--- config.mk ---
export PLATFORM = sky130hd
export DESIGN_NAME = mmio_uart_tx
export DESIGN_NICKNAME = d
export VERILOG_FILES = /design/src/rtl/mmio_uart_tx.sv
export SDC_FILE = /design/constraint.sdc
export NUM_CORES = 1
export LEC_CHECK = 0
export BUFFER_PORTS_ARGS = -buffer_cell sky130_fd_sc_hd__buf_4
export CORE_AREA = 8 8 136 138
export DETAILED_ROUTE_END_ITERATION = 8
export DIE_AREA = 0 0 144 146
export PLACE_DENSITY = 0.71
export SLEW_MARGIN = 20
export SYNTH_ARGS = -nofsm -noshare
export SYNTH_HDL_FRONTEND = slang
export SYNTH_SLANG_ARGS = --single-unit
--- constraint.sdc ---
create_clock -name clk -period 10.4 [get_ports clk]
set_input_delay 0 -clock clk [delete_from_list [all_inputs] [get_ports clk]]
set_output_delay 0 -clock clk [all_outputs]
set_load 0.02 [all_outputs]
--- src/rtl/mmio_uart_tx.sv ---
// Memory-mapped UART transmitter: byte FIFO plus 8N1 (or 8E1) serializer.
// Optional even parity bit is enabled with `define UART_TX_PARITY_EN.
//
// Ports:
//   clk            - system clock, rising edge
//   reset          - synchronous active-high reset
//   mem_address_in - CPU data address
//   mem_wdata_in   - CPU write data
//   mem_wenable_in - CPU write strobe (one cycle per write)
//   mem_rdata_out  - combinational read data (0 when not selected)
//   sel_out        - address falls inside the 16-byte register window
//   tx             - serial output, idle high
//
// Registers (offset = addr[3:2]):
//   0x0 DATA   W: push byte     R: 0
//   0x4 STATUS R: {parity_en, count[3:0], overflow, empty, full, busy}
//              W: clear overflow
//   0x8 BAUD   R/W: clocks per bit in [15:0], 0 is stored as 1
//   0xC reserved
module mmio_uart_tx #(
    parameter logic [31:0] BASE_ADDR   = 32'h80000010,
    parameter int          DEFAULT_DIV = 217,
    parameter int          FIFO_AW     = 3
) (
    input  logic        clk,
    input  logic        reset,
    input  logic [31:0] mem_address_in,
    input  logic [31:0] mem_wdata_in,
    input  logic        mem_wenable_in,
    output logic [31:0] mem_rdata_out,
    output logic        sel_out,
    output logic        tx
);

    localparam int DEPTH = 2 ** FIFO_AW;
    localparam logic [FIFO_AW:0] FULL_CNT = {1'b1, {FIFO_AW{1'b0}}};
    localparam logic [15:0] DIV_RST = 16'(DEFAULT_DIV);

`ifdef UART_TX_PARITY_EN
    localparam logic PARITY_FLAG = 1'b1;
`else
    localparam logic PARITY_FLAG = 1'b0;
`endif

    typedef enum logic [2:0] {
        S_IDLE,
        S_START,
        S_DATA,
        S_PARITY,
        S_STOP
    } state_t;

    // ------------------------------------------------------------
    // Bus decode
    // ------------------------------------------------------------
    logic [1:0] reg_sel;
    logic       wr;
    logic       wr_data;
    logic       wr_status;
    logic       wr_baud;

    assign sel_out   = (mem_address_in[31:4] == BASE_ADDR[31:4]);
    assign reg_sel   = mem_address_in[3:2];
    assign wr        = sel_out & mem_wenable_in;
    assign wr_data   = wr & (reg_sel == 2'd0);
    assign wr_status = wr & (reg_sel == 2'd1);
    assign wr_baud   = wr & (reg_sel == 2'd2);

    logic unused_bits;
    assign unused_bits = ^{mem_wdata_in[31:16], mem_address_in[1:0]};

    // ------------------------------------------------------------
    // BAUD register
    // ------------------------------------------------------------
    logic [15:0] baud_reg;

    always_ff @(posedge clk) begin
        if (reset) begin
            baud_reg <= DIV_RST;
        end else if (wr_baud) begin
            baud_reg <= (mem_wdata_in[15:0] == 16'd0) ? 16'd1
                                                      : mem_wdata_in[15:0];
        end
    end

    // ------------------------------------------------------------
    // FIFO
    // ------------------------------------------------------------
    logic [7:0]         fifo_mem [DEPTH];
    logic [FIFO_AW-1:0] wr_ptr;
    logic [FIFO_AW-1:0] rd_ptr;
    logic [FIFO_AW:0]   count;
    logic               fifo_full;
    logic               fifo_empty;
    logic               overflow;
    logic               push;
    logic               pop;
    logic [7:0]         fifo_head;

    assign fifo_full  = (count == FULL_CNT);
    assign fifo_empty = (count == '0);
    // A full FIFO drops the byte even if a pop happens on the same edge.
    assign push       = wr_data & ~fifo_full;
    assign fifo_head  = fifo_mem[rd_ptr];

    always_ff @(posedge clk) begin
        if (push) begin
            fifo_mem[wr_ptr] <= mem_wdata_in[7:0];
        end
    end

    always_ff @(posedge clk) begin
        if (reset) begin
            wr_ptr   <= '0;
            rd_ptr   <= '0;
            count    <= '0;
            overflow <= 1'b0;
        end else begin
            if (push) begin
                wr_ptr <= wr_ptr + 1'b1;
            end
            if (pop) begin
                rd_ptr <= rd_ptr + 1'b1;
            end
            if (push && !pop) begin
                count <= count + 1'b1;
            end else if (!push && pop) begin
                count <= count - 1'b1;
            end
            if (wr_data && fifo_full) begin
                overflow <= 1'b1;
            end else if (wr_status) begin
                overflow <= 1'b0;
            end
        end
    end

    // ------------------------------------------------------------
    // Serializer FSM
    // ------------------------------------------------------------
    state_t      state, state_n;
    logic [15:0] cnt, cnt_n;
    logic [15:0] cur_div, cur_div_n;
    logic [2:0]  bit_idx, bit_idx_n;
    logic [7:0]  shreg, shreg_n;
    logic        par_q, par_n;
    logic        tx_q, tx_n;
    logic        bit_end;
    logic        start_frame;
    logic        busy;

    // cur_div is latched at every bit start, so a BAUD write only
    // affects bits that begin after it.
    assign bit_end = ((cnt + 16'd1) == cur_div);
    assign busy    = (state != S_IDLE);
    assign tx      = tx_q;

    // Frames chain straight from the end of STOP into the next START
    // so back-to-back bytes have no idle gap.
    assign start_frame = !fifo_empty &&
                         ((state == S_IDLE) ||
                          (state == S_STOP && bit_end));

    always_ff @(posedge clk) begin
        if (reset) begin
            state   <= S_IDLE;
            cnt     <= '0;
            cur_div <= DIV_RST;
            bit_idx <= '0;
            shreg   <= '0;
            par_q   <= 1'b0;
            tx_q    <= 1'b1;
        end else begin
            state   <= state_n;
            cnt     <= cnt_n;
            cur_div <= cur_div_n;
            bit_idx <= bit_idx_n;
            shreg   <= shreg_n;
            par_q   <= par_n;
            tx_q    <= tx_n;
        end
    end

    always_comb begin
        state_n   = state;
        cnt_n     = cnt + 16'd1;
        cur_div_n = cur_div;
        bit_idx_n = bit_idx;
        shreg_n   = shreg;
        par_n     = par_q;
        tx_n      = tx_q;
        pop       = 1'b0;

        unique case (state)
            S_IDLE: begin
                cnt_n = '0;
                tx_n  = 1'b1;
            end
            S_START: begin
                if (bit_end) begin
                    tx_n      = shreg[0];
                    bit_idx_n = '0;
                    state_n   = S_DATA;
                end
            end
            S_DATA: begin
                if (bit_end) begin
                    if (bit_idx == 3'd7) begin
`ifdef UART_TX_PARITY_EN
                        tx_n    = par_q;
                        state_n = S_PARITY;
`else
                        tx_n    = 1'b1;
                        state_n = S_STOP;
`endif
                    end else begin
                        tx_n      = shreg[1];
                        shreg_n   = {1'b0, shreg[7:1]};
                        bit_idx_n = bit_idx + 3'd1;
                    end
                end
            end
            S_PARITY: begin
                if (bit_end) begin
                    tx_n    = 1'b1;
                    state_n = S_STOP;
                end
            end
            S_STOP: begin
                if (bit_end) begin
                    tx_n    = 1'b1;
                    state_n = S_IDLE;
                end
            end
            default: begin
                tx_n    = 1'b1;
                state_n = S_IDLE;
            end
        endcase

        if (state != S_IDLE && bit_end) begin
            cnt_n     = '0;
            cur_div_n = baud_reg;
        end

        if (start_frame) begin
            pop       = 1'b1;
            shreg_n   = fifo_head;
            par_n     = ^fifo_head;
            tx_n      = 1'b0;
            cnt_n     = '0;
            cur_div_n = baud_reg;
            state_n   = S_START;
        end
    end

    // ------------------------------------------------------------
    // Read mux
    // ------------------------------------------------------------
    logic [31:0] status_word;

    assign status_word = {23'd0, PARITY_FLAG, 4'(count),
                          overflow, fifo_empty, fifo_full, busy};

    always_comb begin
        mem_rdata_out = '0;
        if (sel_out) begin
            unique case (reg_sel)
                2'd1:    mem_rdata_out = status_word;
                2'd2:    mem_rdata_out = {16'd0, baud_reg};
                default: mem_rdata_out = '0;
            endcase
        end
    end

endmodule
==> flow_metrics.py, run 1 <==
metrics = {
    "outcome": {
        "status": "complete, no violations",
    },
    "clock_network": {
        "clock_latency_ps": 430,
        "cts_resized": 0,
        "clock_sinks": 141,
        "htreeDepth": 4,
        "cts_made_buffers": 17,
        "cts_tree": "built",
        "cts_buffer_depth": 2,
        "cts_root_buffer": "clkbuf_16",
        "clkTransAtPathRegs_ps": 60,
    },
    "drt": {
        "wire_per_inst_um": 16.4,
        "drt_iter0_drc": 205,
        "routed_via_density": 5.24,
        "drtAntennaViolNets": 0,
        "vias": 4792,
        "totalWireLength_um": 15000,
        "drc_errors": 0,
        "first_pass_iters": 5,
    },
    "worst_hold_path": {
        "hold_class": "in2reg",
    },
    "worst_setup_path": {
        "cpPeakStageDelay_ps": 550,
        "critPathMaxFanout": 12,
        "critical_path.most_common_cell": "ha_1",
        "critPathLaunchType": "flip-flop",
        "slowest_stage": "a311oi_1",
        "cp_top_family": "simple AND/OR/NAND/NOR gates",
        "crit_required_ps": 10750,
        "critical_path_class": "reg2reg",
        "critical_path_buf_inv_count": 2,
        "worst_ep_arrival_time_ps": 5310,
        "end_kind": "flip-flop",
        "path_cells": "ha_1 > nand2_1 > nor3_1 > nand2b_1 > a32oi_1 > a311oi_1 > a21boi_1 > nor2b_1 > inv_4 > ha_1 > inv_1 > ha_1 > a21o_1 > a21oi_1 > xnor2_1 > or3_1 > a21oi_1",
    },
    "die": {
        "die_w_um": 144,
        "ios": 101,
        "core-area_um2": 16300,
        "die_area_um2": 21000,
        "start_util_pct": 41.0,
        "die_h_um": 146,
        "num_rows": 47,
    },
    "global_route": {
        "grt_use_total_pct": 14.6,
        "first_global_vias": 4809,
        "overflow": 0,
        "antenna_found_initial": 1,
        "grt_max_degree": 43,
        "grt_pass1_wl_um": 24100,
    },
    "sta": {
        "fin_crit_ps": 4970,
        "finClkSkew_ps": 12.1,
        "max_freq_ghz": 0.201,
        "fin_crit_sh_pct": 47.7,
        "fin_ws_ps": 5430,
        "worst_slew_pin_slew_ps": 820,
        "drv_slew": 0,
        "slew_headroom_pct": 45.2,
        "tns_ps": 0,
        "hold_violations": 0,
        "setup_violations": 0,
        "rsz0062_at_grt": "no",
    },
    "final_layout": {
        "regMostFlops": "fifo_mem",
        "fillerInstances": 1432,
        "ff_latch_area_um2": 3460,
        "multi_input_area_um2": 2950,
        "syn_to_final_growth_pct": 19.3,
        "nets": 759,
        "drive_gt1_share_pct": 19.5,
        "largest_reg_flops": 64,
    },
    "synth": {
        "synthArstFlopShare_pct": 0,
        "synth_edf_count": 64,
        "ys_ff_latch": 141,
        "ys_seq_area_share_pct": 51.9,
        "synth-adder-area-share_pct": 2.36,
        "synth_top_area_cell": "edfxtp_1",
        "synth-simple-area-share_pct": 17.4,
        "yosysUniqueCellTypes": 67,
        "synth_top_cell_area_share_pct": 28.8,
        "synth-warning-count": 0,
        "muxShareOfSynthArea_pct": 12.2,
        "synth_ff_type": "dfxtp_1",
        "synth_xor_area_share_pct": 4.07,
        "avgSynthCellArea_um2": 10.9,
        "synth_area_leaders": "edfxtp_1 (29%), dfxtp_1 (23%), mux2i_1 (5.7%)",
        "syn-instance-count": 614,
        "synth_most_common_cell": "nand2_1",
        "synth_top_family_by_area": "simple AND/OR/NAND/NOR gates",
        "synth_area_um2": 6670,
        "synthTopCellsByCount": "nand2_1 (83), dfxtp_1 (77), edfxtp_1 (64)",
        "synth_compound_area_share_pct": 7.09,
    },
    "pwr": {
        "p_leak_nw": 2.86,
        "finalPower_w": 0.00162,
        "power_density_nw_per_um2": 204,
        "peakVddDrop_mv": 0.148,
    },
    "placed_design": {
        "gp_congestion": 0.842,
        "dp_slack_ps": 5430,
        "dp_hpwl_um": 10500,
        "portBuffers": 66,
    },
    "flow_run": {
        "maxCapViolations": 0,
    },
}
[cells in the final DEF (no fill, tap or decap), types with 10 or more instances in the layout]
cell type and n:
dfxtp_1 76, dlygate4sd3_1 16, o21ai_0 11, a21oi_1 30, xnor2_1 21, and3_1 14
nand2_1 83, xor2_1 10, mux2i_1 38, nor2_1 59, mux4_2 16, buf_4 68
ha_1 11, nor3_1 11, nor4_1 11, conb_1 16, nand3_1 13, clkbuf_16 17
edfxtp_1 64, nand2b_1 12
[worst reg2reg max path: stages (launching register included)]
cell and delay, ps:
dfxtp_1 430, ha_1 310, nand2_1 180, nor3_1 510
nand2b_1 210, a32oi_1 110, a311oi_1 550, a21boi_1 410
nor2b_1 530, inv_4 160, ha_1 260, inv_1 120
ha_1 240, a21o_1 180, a21oi_1 160, xnor2_1 80
or3_1 300, a21oi_1 140
[logic make-up after synthesis]
| kind of cell | count (synthesis) |
|---|---|
| compound gates | 74 |
| xor+xnor | 31 |
| fa+ha+maj | 12 |
| buf+inv | 62 |
| flops | 141 |
| mux | 59 |
| other cells | 1 |
| simple gates | 234 |
[path summary, 6_finish.rpt]
kind / from / end / slack (ps) / cells past startpoint
worst min-delay path: reset / wr_ptr[1]$_SDFFE_PP0P_ / 20 / 2
worst max-delay path: cnt[0]$_SDFF_PP0_ / count[3]$_SDFFE_PP0P_ / 5430 / 17
worst max register to register: cnt[0]$_SDFF_PP0_ / count[3]$_SDFFE_PP0P_ / 5430 / 17
worst min register to register: overflow$_SDFFE_PP0P_ / overflow$_SDFFE_PP0P_ / 470 / 2
[layout make-up]
class	count	area share, %
inverters	10	0.503
multi-input cells	426	37.0
well taps	220	3.46
repair buffers	84	8.43
clock buffers	17	5.35
flip-flops and latches	141	43.5
clock inverters	15	1.68
diodes	1	0.0314
[power breakdown]
group          internal [W]  total [W]  switching, W
Clock              0.000331   0.000576      0.000244
Sequential         0.000616   0.000680     0.0000646
Combinational      0.000190   0.000366      0.000175
[routing by layer]
| metal | GRT usage, % | vias to the layer above | routed length (um) |
|---|---|---|---|
| li1 | - | 2315 | - |
| met1 | 16.2 | 2313 | 6030 |
| met2 | 25.4 | 135 | 7870 |
| met3 | 3.48 | 29 | 667 |
| met4 | 7.36 | 0 | 398 |
| met5 | 0 | - | 0 |
[metrics by stage]
step	hold slack (ps)	instances	area [um2]	utilization, %
2_1_floorplan	98.9	629	6730	-
3_3_place_gp	258	865	7220	44.4
3_5_place_dp	267	865	7220	44.4
4_1_cts	8.92	913	7940	48.8
5_1_grt	35.3	914	7960	48.9
6_report	22.9	914	7960	48.9
[repair_timing]
item / CTS / global route
setup buffers: 0 / 0
hold endpoints to repair: 80 / 0
hold buffers: 16 / 0
Power figures use the tool's default switching activity.
==> run 2: changes to the inputs <==
--- a/config.mk
+++ b/config.mk
@@ -9,7 +9,7 @@
 export CORE_AREA = 8 8 136 138
 export DETAILED_ROUTE_END_ITERATION = 8
 export DIE_AREA = 0 0 144 146
-export PLACE_DENSITY = 0.71
+export PLACE_DENSITY = 0.73
 export SLEW_MARGIN = 20
 export SYNTH_ARGS = -nofsm -noshare
 export SYNTH_HDL_FRONTEND = slang
==> constraint.sdc (replaced) <==
create_clock -name clk -period 4.15 [get_ports clk]
set_input_delay 0 -clock clk [delete_from_list [all_inputs] [get_ports clk]]
set_output_delay 0 -clock clk [all_outputs]
set_load 0.02 [all_outputs]
==> run 2 against run 1 <==
Global-route usage is 0.18 points lower. Die area unchanged. Clock power grew to 2.6 times the previous value. Routed wire length decreased by 1.0%. Non-clock buffer count is 17 higher. Clock skew down 2.1 ps. Count of clock-buffer cells in the layout increased by 2. Setup slack got worse by 5200 ps. Critical path type unchanged. Largest cell class unchanged. Largest power group unchanged.
==> flow_metrics.py, run 2 (synthesis gave the netlist of run 1 again) <==
metrics = {
    "outcome": {
        "status": "complete, no violations",
    },
    "drt": {
        "vias": 4804,
        "routed_via_density": 5.17,
        "drc_errors": 0,
        "first_pass_iters": 5,
        "wire_per_inst_um": 15.9,
        "drtAntennaViolNets": 0,
        "drt_iter0_drc": 418,
        "totalWireLength_um": 14800,
    },
    "sta": {
        "hold_violations": 0,
        "max_freq_ghz": 0.258,
        "fin_crit_sh_pct": 93.3,
        "setup_violations": 0,
        "rsz0062_at_grt": "no",
        "fin_crit_ps": 3870,
        "slew_headroom_pct": 46.2,
        "worst_slew_pin_slew_ps": 803,
        "tns_ps": 0,
        "drv_slew": 0,
        "finClkSkew_ps": 10.0,
    },
    "worst_setup_path": {
        "r2r_start": "cnt[1]$_SDFF_PP0_",
        "rr_worst_depth": 17,
        "worst_ep_arrival_time_ps": 4230,
        "critPathLaunchType": "flip-flop",
        "critical_path_class": "reg2reg",
        "slowest_stage": "or4_4",
        "critPathMaxFanout": 4,
        "r2r_setup_slack_ps": 280,
        "cpPeakStageDelay_ps": 510,
        "crit_required_ps": 4510,
        "end_kind": "flip-flop",
        "path_cells": "ha_2 > xor2_1 > a311oi_1 > o2111ai_1 > or4_4 > nor4_4 > a21boi_1 > nor2b_2 > inv_4 > ha_1 > inv_1 > ha_1 > a21o_1 > a21oi_1 > xnor2_1 > or3_1 > a21oi_1",
        "r2r-end": "count[3]$_SDFFE_PP0P_",
    },
    "final_layout": {
        "post-route-cell-area_um2": 8120,
        "nets": 776,
        "final_common_cell": "nand2_1",
        "fillerInstances": 1405,
        "regMostFlops": "fifo_mem",
        "largest_reg_flops": 64,
        "final_cell_mix": "nand2_1 (83), buf_4 (82), dfxtp_1 (73)",
        "drive_gt1_share_pct": 21.5,
        "syn_to_final_growth_pct": 21.7,
        "diodes": 0,
    },
    "clock_network": {
        "cts_setup_buffers": 0,
        "clkTransAtPathRegs_ps": 60,
        "htreeDepth": 4,
        "clock_sinks": 141,
        "cts_root_buffer": "clkbuf_16",
        "cts_made_buffers": 17,
        "cts_tree": "built",
        "clock_latency_ps": 430,
        "cts_buffer_depth": 2,
    },
    "global_route": {
        "overflow": 0,
        "grt_use_total_pct": 14.4,
        "grt_max_degree": 41,
        "grt_pass1_wl_um": 23700,
        "antenna_found_initial": 0,
        "first_global_vias": 4680,
    },
    "placed_design": {
        "gp_congestion": 0.790,
        "dp_hpwl_um": 10300,
        "portBuffers": 66,
        "place_area_um2": 7330,
    },
    "die": {
        "num_rows": 47,
        "core-area_um2": 16300,
        "die_h_um": 146,
        "ios": 101,
        "start_util_pct": 41.0,
        "die_w_um": 144,
        "die_area_um2": 21000,
    },
    "flow_run": {
        "maxCapViolations": 0,
    },
    "pwr": {
        "p_leak_nw": 2.96,
        "peakVddDrop_mv": 0.421,
        "power_density_nw_per_um2": 506,
    },
    "worst_hold_path": {
        "hold_end": "overflow$_SDFFE_PP0P_",
        "holdPathStages": 5,
        "hold_class": "in2reg",
        "hp-start": "mem_wenable_in",
    },
}
## run 2: cell types whose count changed in the layout (fill, tap and decap cells not counted), moves of 3 or more
cell / previous run / this run
buf_4: 68 / 82
clkinv_4: 2 / 5
dfxtp_1: 76 / 73
dfxtp_2: 1 / 4
dlygate4sd3_1: 16 / 19
## run 2: metal layers
metal	wire, um	GRT usage, %
met5	0	0
met4	306	6.37
met3	928	3.90
met2	7310	23.9
met1	6280	17.0
## run 2: worst max path at each step
stage / startpoint / endpoint / depth (start not counted)
6_report: cnt[1]$_SDFF_PP0_ / count[3]$_SDFFE_PP0P_ / 17
5_1_grt: cnt[1]$_SDFF_PP0_ / count[3]$_SDFFE_PP0P_ / 17
4_1_cts: cnt[1]$_SDFF_PP0_ / count[3]$_SDFFE_PP0P_ / 17
3_5_place_dp: cnt[1]$_SDFF_PP0_ / count[3]$_SDFFE_PP0P_ / 17
3_3_place_gp: cnt[1]$_SDFF_PP0_ / count[3]$_SDFFE_PP0P_ / 17
2_1_floorplan: cnt[0]$_SDFF_PP0_ / count[3]$_SDFFE_PP0P_ / 18
## run 2: final cells by class
| type | instances | area [um2] | area share [%] |
|---|---|---|---|
| Sequential cell | 141 | 3470 | 42.7 |
| Multi-Input combinational cell | 426 | 2950 | 36.4 |
| Timing Repair Buffer | 101 | 806 | 9.93 |
| Clock buffer | 19 | 443 | 5.46 |
| Tap cell | 220 | 275 | 3.39 |
| Clock inverter | 13 | 133 | 1.63 |
| Inverter | 10 | 40.0 | 0.493 |
## run 2: timing repair
action,CTS,global route
hold endpoints to repair,85,0
resized for setup,0,8
hold buffers,19,0
endpoints found under the setup margin,0,1
## run 2: critical path: cells and delay by family (launching register included)
family                   cells  cell delay, ps
AO/OA/AOI/OAI                6            1010
XOR/XNOR                     2             230
adder cells (fa/ha/maj)      3             730
buffers and inverters        2             180
flip-flops                   1             350
AND/OR/NAND/NOR              4            1290
## run 2: report_power, final
group          total (W)  internal [W]  switching (W)
clock network    0.00147      0.000853       0.000612
logic           0.000954      0.000506       0.000447
registers        0.00169       0.00154       0.000147
## run 2: metrics by stage
stage               utilization, %  power [W]  instances  hold WS [ps]  setup WS, ps
floorplan                        -    0.00244        629          98.9           293
global placement              45.0    0.00265        879           260           171
detailed placement            45.0    0.00266        879           266           137
CTS                           49.7    0.00415        930          23.0           116
global route                  49.8    0.00430        930          65.2          8.57
finish                        49.8    0.00411        930          38.3           276
